`src/rtl/lsu_pkg.sv`:
```
// lsu_pkg: shared encodings, FSM states and access-size decode for the load/store sequencer.
package lsu_pkg;
  typedef enum logic [2:0] {LS_W = 3'b000, LS_B = 3'b001, LS_BU = 3'b010, LS_H = 3'b011, LS_HU = 3'b100} load_size_e;
  typedef enum logic [1:0] {ST_NONE = 2'b00, ST_W = 2'b01, ST_H = 2'b10, ST_B = 2'b11} store_size_e;
  typedef enum logic [1:0] {IDLE, B1, B2, DONE} lsu_state_e;
  // Zero means the access is a no-op or an illegal encoding.
  function automatic logic [2:0] size_bytes(input logic ld, input logic [2:0] ls, input logic [1:0] mw);
    if (ld)
      return mw != ST_NONE ? 3'd0 : ls == LS_W ? 3'd4 : (ls == LS_H || ls == LS_HU) ? 3'd2 :
             (ls == LS_B || ls == LS_BU) ? 3'd1 : 3'd0;
    return mw == ST_W ? 3'd4 : mw == ST_H ? 3'd2 : mw == ST_B ? 3'd1 : 3'd0;
  endfunction
endpackage

```
`src/rtl/lsu_align.sv`:
```
// lsu_align: byte enables, write-lane rotation and read merge/extension for one access.
module lsu_align
  import lsu_pkg::*;
(
  input  logic [1:0]  off,
  input  logic [2:0]  size,
  input  logic [2:0]  ls,
  input  logic [31:0] wdata,
  input  logic [31:0] lo,
  input  logic [31:0] hi,
  output logic [3:0]  be_lo,
  output logic [3:0]  be_hi,
  output logic        split,
  output logic [31:0] wrot,
  output logic [31:0] rext
);
  logic [3:0] mask;
  logic [4:0] sh;
  logic [31:0] r;
  always_comb begin
    mask = size == 3'd4 ? 4'b1111 : size == 3'd2 ? 4'b0011 : 4'b0001;
    sh = {off, 3'b000};
    be_lo = mask << off;
    be_hi = mask >> (3'd4 - {1'b0, off});
    split = |be_hi;
    wrot = (wdata << sh) | (wdata >> (6'd32 - {1'b0, sh}));
    // Low beat supplies the bytes at and above off, high beat the spill-over.
    r = (lo >> sh) | (hi << (6'd32 - {1'b0, sh}));
    rext = ls == LS_B  ? {{24{r[7]}}, r[7:0]} :
           ls == LS_BU ? {24'd0, r[7:0]} :
           ls == LS_H  ? {{16{r[15]}}, r[15:0]} :
           ls == LS_HU ? {16'd0, r[15:0]} : r;
  end
endmodule

```
`src/rtl/lsu_ctrl.sv`:
```
// lsu_ctrl: multi-cycle load/store sequencer with split beats and ack timeout.
// Define LSU_MISALIGN_TRAP_EN to trap misaligned accesses instead of splitting them.
module lsu_ctrl
  import lsu_pkg::*;
#(
  parameter int ACK_TIMEOUT = 255
) (
  input  logic        clk,
  input  logic        reset,
  input  logic        mem_valid,
  input  logic        is_load,
  input  logic [2:0]  load_size,
  input  logic [1:0]  mem_write,
  input  logic [31:0] addr,
  input  logic [31:0] wdata,
  output logic        stall,
  output logic [31:0] rdata,
  output logic        rdata_valid,
  output logic        bus_err,
  output logic        bus_req,
  output logic        bus_we,
  output logic [31:0] bus_addr,
  output logic [3:0]  bus_be,
  output logic [31:0] bus_wdata,
  input  logic        bus_ack,
  input  logic [31:0] bus_rdata
`ifdef LSU_MISALIGN_TRAP_EN
  ,
  output logic        misalign_fault
`endif
);
  lsu_state_e state, state_n;
  logic [31:0] addr_q, wdata_q, lo_q, hi_q, cnt, rext, wrot;
  logic [2:0] ls_q, size_q, size_in;
  logic [3:0] be_lo, be_hi;
  logic ld_q, err_q, accept, ack, expire, split;
  assign size_in = size_bytes(is_load, load_size, mem_write);
  assign accept = mem_valid && size_in != 3'd0;
  assign ack = bus_ack && bus_req;
  assign expire = ACK_TIMEOUT != 0 && cnt == 32'(ACK_TIMEOUT - 1);
`ifdef LSU_MISALIGN_TRAP_EN
  logic fault_q, misalign;
  assign misalign = (size_in == 3'd2 && addr[0]) || (size_in == 3'd4 && addr[1:0] != 2'b00);
  assign misalign_fault = state == DONE && fault_q;
  always_ff @(posedge clk)
    if (reset) fault_q <= 1'b0;
    else if (state == IDLE && accept) fault_q <= misalign;
`endif
  lsu_align u_align (
    .off(addr_q[1:0]), .size(size_q), .ls(ls_q), .wdata(wdata_q), .lo(lo_q), .hi(hi_q),
    .be_lo(be_lo), .be_hi(be_hi), .split(split), .wrot(wrot), .rext(rext)
  );
  always_comb begin
    state_n = state;
    case (state)
      IDLE: if (accept) state_n =
`ifdef LSU_MISALIGN_TRAP_EN
        misalign ? DONE :
`endif
        B1;
      B1: state_n = ack ? (split ? B2 : DONE) : expire ? DONE : B1;
      B2: state_n = ack || expire ? DONE : B2;
      default: state_n = IDLE;
    endcase
  end
  assign bus_req = state == B1 || state == B2;
  assign bus_we = bus_req && !ld_q;
  assign bus_addr = {addr_q[31:2] + 30'(state == B2), 2'b00};
  assign bus_be = state == B1 ? be_lo : state == B2 ? be_hi : 4'b0000;
  assign bus_wdata = wrot;
  assign stall = !reset && (bus_req || (state == IDLE && accept));
  assign rdata_valid = state == DONE;
  assign bus_err = rdata_valid && err_q;
  // Captured words are cleared on accept, so trapped or bus-less accesses read back zero.
  assign rdata = rdata_valid && ld_q && !err_q ? rext : 32'd0;
  always_ff @(posedge clk) begin
    if (reset) begin
      state <= IDLE;
      cnt <= '0;
      addr_q <= '0;
      wdata_q <= '0;
      lo_q <= '0;
      hi_q <= '0;
      ls_q <= '0;
      size_q <= '0;
      ld_q <= 1'b0;
      err_q <= 1'b0;
    end else begin
      state <= state_n;
      cnt <= state_n != state ? '0 : cnt + 32'd1;
      if (state == IDLE && accept) begin
        addr_q <= addr;
        wdata_q <= wdata;
        ld_q <= is_load;
        ls_q <= load_size;
        size_q <= size_in;
        err_q <= 1'b0;
        lo_q <= '0;
        hi_q <= '0;
      end
      if (state == B1 && ack) lo_q <= bus_rdata;
      if (state == B2 && ack) hi_q <= bus_rdata;
      if (bus_req && !ack && expire) err_q <= 1'b1;
    end
  end
endmodule

```
`config.mk`:
```
export PLATFORM = sky130hd
export DESIGN_NAME = lsu_ctrl
export DESIGN_NICKNAME = d
export VERILOG_FILES = /design/src/rtl/lsu_pkg.sv /design/src/rtl/lsu_align.sv /design/src/rtl/lsu_ctrl.sv
export SDC_FILE = /design/constraint.sdc
export NUM_CORES = 1
export LEC_CHECK = 0
export BUFFER_PORTS_ARGS = -buffer_cell sky130_fd_sc_hd__buf_2
export CELL_PAD_IN_SITES_DETAIL_PLACEMENT = 0
export CELL_PAD_IN_SITES_GLOBAL_PLACEMENT = 1
export CORE_AREA = 4 4 186 134
export CTS_CLUSTER_DIAMETER = 50
export DETAILED_ROUTE_END_ITERATION = 7
export DIE_AREA = 0 0 190 138
export PLACE_DENSITY_LB_ADDON = 0.2
export SYNTH_ARGS = -nofsm -noshare
export SYNTH_HDL_FRONTEND = slang
export SYNTH_SLANG_ARGS = --single-unit
```
`constraint.sdc`:
```
create_clock -name clk -period 10.3 [get_ports clk]
set_clock_uncertainty 0.1 [all_clocks]
set_input_delay 1.03 -clock clk [delete_from_list [all_inputs] [get_ports clk]]
set_output_delay 1.03 -clock clk [all_outputs]
set_load 0.1 [all_outputs]
```
==> flow_metrics.env <==
export IMPL_clkSinkCount=170
export IMPL_grt_pass1_wl_mm=53.61
export IMPL_grt_total_usage=0.2556
export IMPL_synthMuxAreaShare=0.06879
export IMPL_grt_pass1_vias=9032
export IMPL_routedWlPerCell_um=19.50
export IMPL_ys_seq_area_frac=0.3472
export IMPL_synthFlopType="dfxtp_1"
export IMPL_design_die_area_um2=26220
export IMPL_die_h_um=138
export IMPL_viasPerCell=5.643
export IMPL_hold_buffers=0
export IMPL_n_fill_cell=2396
export IMPL_layout_drive_gt1_share=0.1984
export IMPL_max_cap_viol_count=0
export IMPL_period_share=0.5345
export IMPL_synth_xor_area_frac=0.05271
export IMPL_peakVddDrop_mv=0.1397
export IMPL_timing_hold_violations_final=0
export IMPL_fin_crit_ns=5.506
export IMPL_slew_limit_headroom=0.1940
export IMPL_postCtsSetupRepairBufs=0
export IMPL_synthArstFlopShare=0
export IMPL_drt_first_pass_iters=7
export IMPL_synth_most_common_cell="nand2_1"
export IMPL_min_path_type="reg2reg"
export IMPL_synth_compound_area_frac=0.2049
export IMPL_layout_cells_non_filler=1787
export IMPL_grt_overflow=0
export IMPL_core_area_um2=23230
export IMPL_gp_congestion=0.9584
export IMPL_netlist_instances=1322
export IMPL_totalWireLength_mm=34.85
export IMPL_slew_viol_final=0
export IMPL_rows=47
export IMPL_critPathLaunchType="register"
export IMPL_worstSetupEndpointType="output port"
export IMPL_fin_nets=1571
export IMPL_outcome="completed"
export IMPL_drc_errors=0
export IMPL_netlist_area_um2=9803
export IMPL_worstSetupPathType="reg2out"
export IMPL_cts_htree_levels=4
export IMPL_power_density_nw_per_um2=202.3
export IMPL_max_freq_ghz=0.1816
export IMPL_dr_wl_met2_mm=13.24
export IMPL_synthAdderAreaFrac=0.01149
export IMPL_setup_viol=0
export IMPL_clk_insertion_delay_late_ns=0.43
export IMPL_fin_util=0.4964
export IMPL_boundaryPins=211
export IMPL_tns_ns=0
export IMPL_synth_distinct_cells=61
export IMPL_synth_edff_count=0
export IMPL_dr_first_iter_drc_count=1032
export IMPL_ff2ff_setup_slack_ns=6.57
export IMPL_clkTransAtPathRegs_ns=0.07
export IMPL_required_ns=9.17
export IMPL_start_util=0.4220
export IMPL_yosysTopAreaCell="dfxtp_1"
export IMPL_num_vias=10080
export IMPL_synth_area_top_cells="dfxtp_1 35%, nand2_1 11%, a21oi_1 10%"
export IMPL_portBuffers=208
export IMPL_ys_warnings_count=0
export IMPL_rsz0062_at_grt="no"
export IMPL_synthSimpleGateAreaFrac=0.2577
export IMPL_worstPathMaxFanout=43
export IMPL_grt_max_degree=96
export IMPL_synth_top_family_by_area="simple AND/OR/NAND/NOR gates"
export IMPL_ys_ff_latch=170
export IMPL_synth_top_area_frac=0.3472
export IMPL_arrival_ns=4.38
export IMPL_tritoncts="yes"
export IMPL_wl_met3_mm=3.754
export IMPL_die_w_um=190
export IMPL_syn_area_per_cell_um2=7.415
export IMPL_ant_nets=0
export IMPL_cts_root_buf="clkbuf_16"
export IMPL_wl_met1_mm=17.57
export IMPL_cts_made_buffers=17
export IMPL_ctsResizeCount=0
export IMPL_dp_cells=1755
export IMPL_worst_pin_slew_ns=1.193
export IMPL_hpwl_mm=24.84
export IMPL_syn2layout_area_growth_pct=17.61
export IMPL_antenna_found_initial=3
export IMPL_cellLeakagePower_nw=4.234
export IMPL_top_layer="met5"
export IMPL_clock_tree_buffer_depth=2
export IMPL_synth_common_cells="291 x nand2_1, 198 x a21oi_1, 170 x dfxtp_1"
## where the power goes
group / switching, mW / internal, mW
Clock: 0.273 / 0.442
Sequential: 0.0669 / 0.705
Combinational: 0.663 / 0.182
## flip-flops by register name (all words and copies together) (netlist names)
name / count
lo_q: 32
ld_q: 1
addr_q: 32
hi_q: 32
ls_q: 3
err_q: 1
size_q: 3
wdata_q: 32
state: 2
cnt: 32
## layer usage
layer | track usage | vias up
met1 | 0.4186 | 4689
met5 | 0 | -
li1 | - | 4906
met2 | 0.3249 | 465
met3 | 0.07434 | 22
met4 | 0.04642 | 2
## critical path, cell delays in order (launching register included)
cell	delay (ns)
dfxtp_4	0.63
inv_1	0.43
ha_1	0.53
or2_1	0.55
a21oi_1	0.99
a222oi_1	0.26
inv_1	0.10
buf_2	0.43
## worst paths after layout
kind | end | depth (start not counted) | start
max | bus_wdata[25] | 7 | addr_q[0]
min | hi_q[31] | 2 | hi_q[31]
max reg2reg | cnt[0] | 9 | addr_q[0]
min reg2reg | hi_q[31] | 2 | hi_q[31]
## cell type report
class / instances / area, um^2 / area share
inverter: 15 / 56.30 / 0.004883
sequential: 170 / 3408 / 0.2956
clock inverter: 11 / 192.7 / 0.01671
timing repair buffer: 222 / 1149 / 0.09962
multi-input combinational: 1030 / 5867 / 0.5088
tap: 318 / 397.9 / 0.03451
antenna: 2 / 5.005 / 0.0004341
clock buffer: 19 / 454.2 / 0.03939
## cells in the final DEF (no fill, tap or decap), drive strengths merged, types with 5 or more instances in the layout
| master | Yosys | final |
|---|---|---|
| and3 | 11 | 11 |
| nand4 | 21 | 21 |
| o22a | 9 | 9 |
| and4 | 6 | 6 |
| nand2 | 291 | 291 |
| a221o | 5 | 5 |
| and2 | 5 | 5 |
| dfxtp | 170 | 170 |
| a21oi | 199 | 199 |
| nor3 | 14 | 14 |
| clkbuf | 63 | 19 |
| bufinv | 0 | 5 |
| nor2b | 8 | 8 |
| a221oi | 22 | 22 |
| a211oi | 18 | 18 |
| xor2 | 12 | 12 |
| buf | 45 | 222 |
| mux2 | 11 | 11 |
| nor4 | 9 | 9 |
| ha | 9 | 9 |
| xnor2 | 47 | 47 |
| o21ai | 29 | 29 |
| mux2i | 55 | 55 |
| inv | 15 | 16 |
| o221ai | 18 | 18 |
| nor2 | 94 | 94 |
| nand3 | 91 | 91 |
| a31oi | 7 | 7 |
## per-stage QoR
stage	setup slack (ns)	power, mW	hold WS, ns	cell area, um^2
floorplan	4.673	1.460	0.3351	9807
global placement	5.434	1.623	0.3494	10880
detailed placement	5.348	1.625	0.3550	10880
CTS	4.868	2.340	0.3685	11520
global route	4.432	2.434	0.3901	11530
finish	4.794	2.332	0.3653	11530
## kinds of logic after synthesis
group / after synthesis
xor+xnor: 59
fa+ha+maj: 9
flops: 170
buf+inv: 123
mux: 66
other cells: 1
compound gates: 328
simple gates: 566
No activity file was read; power rests on OpenSTA's default activity.
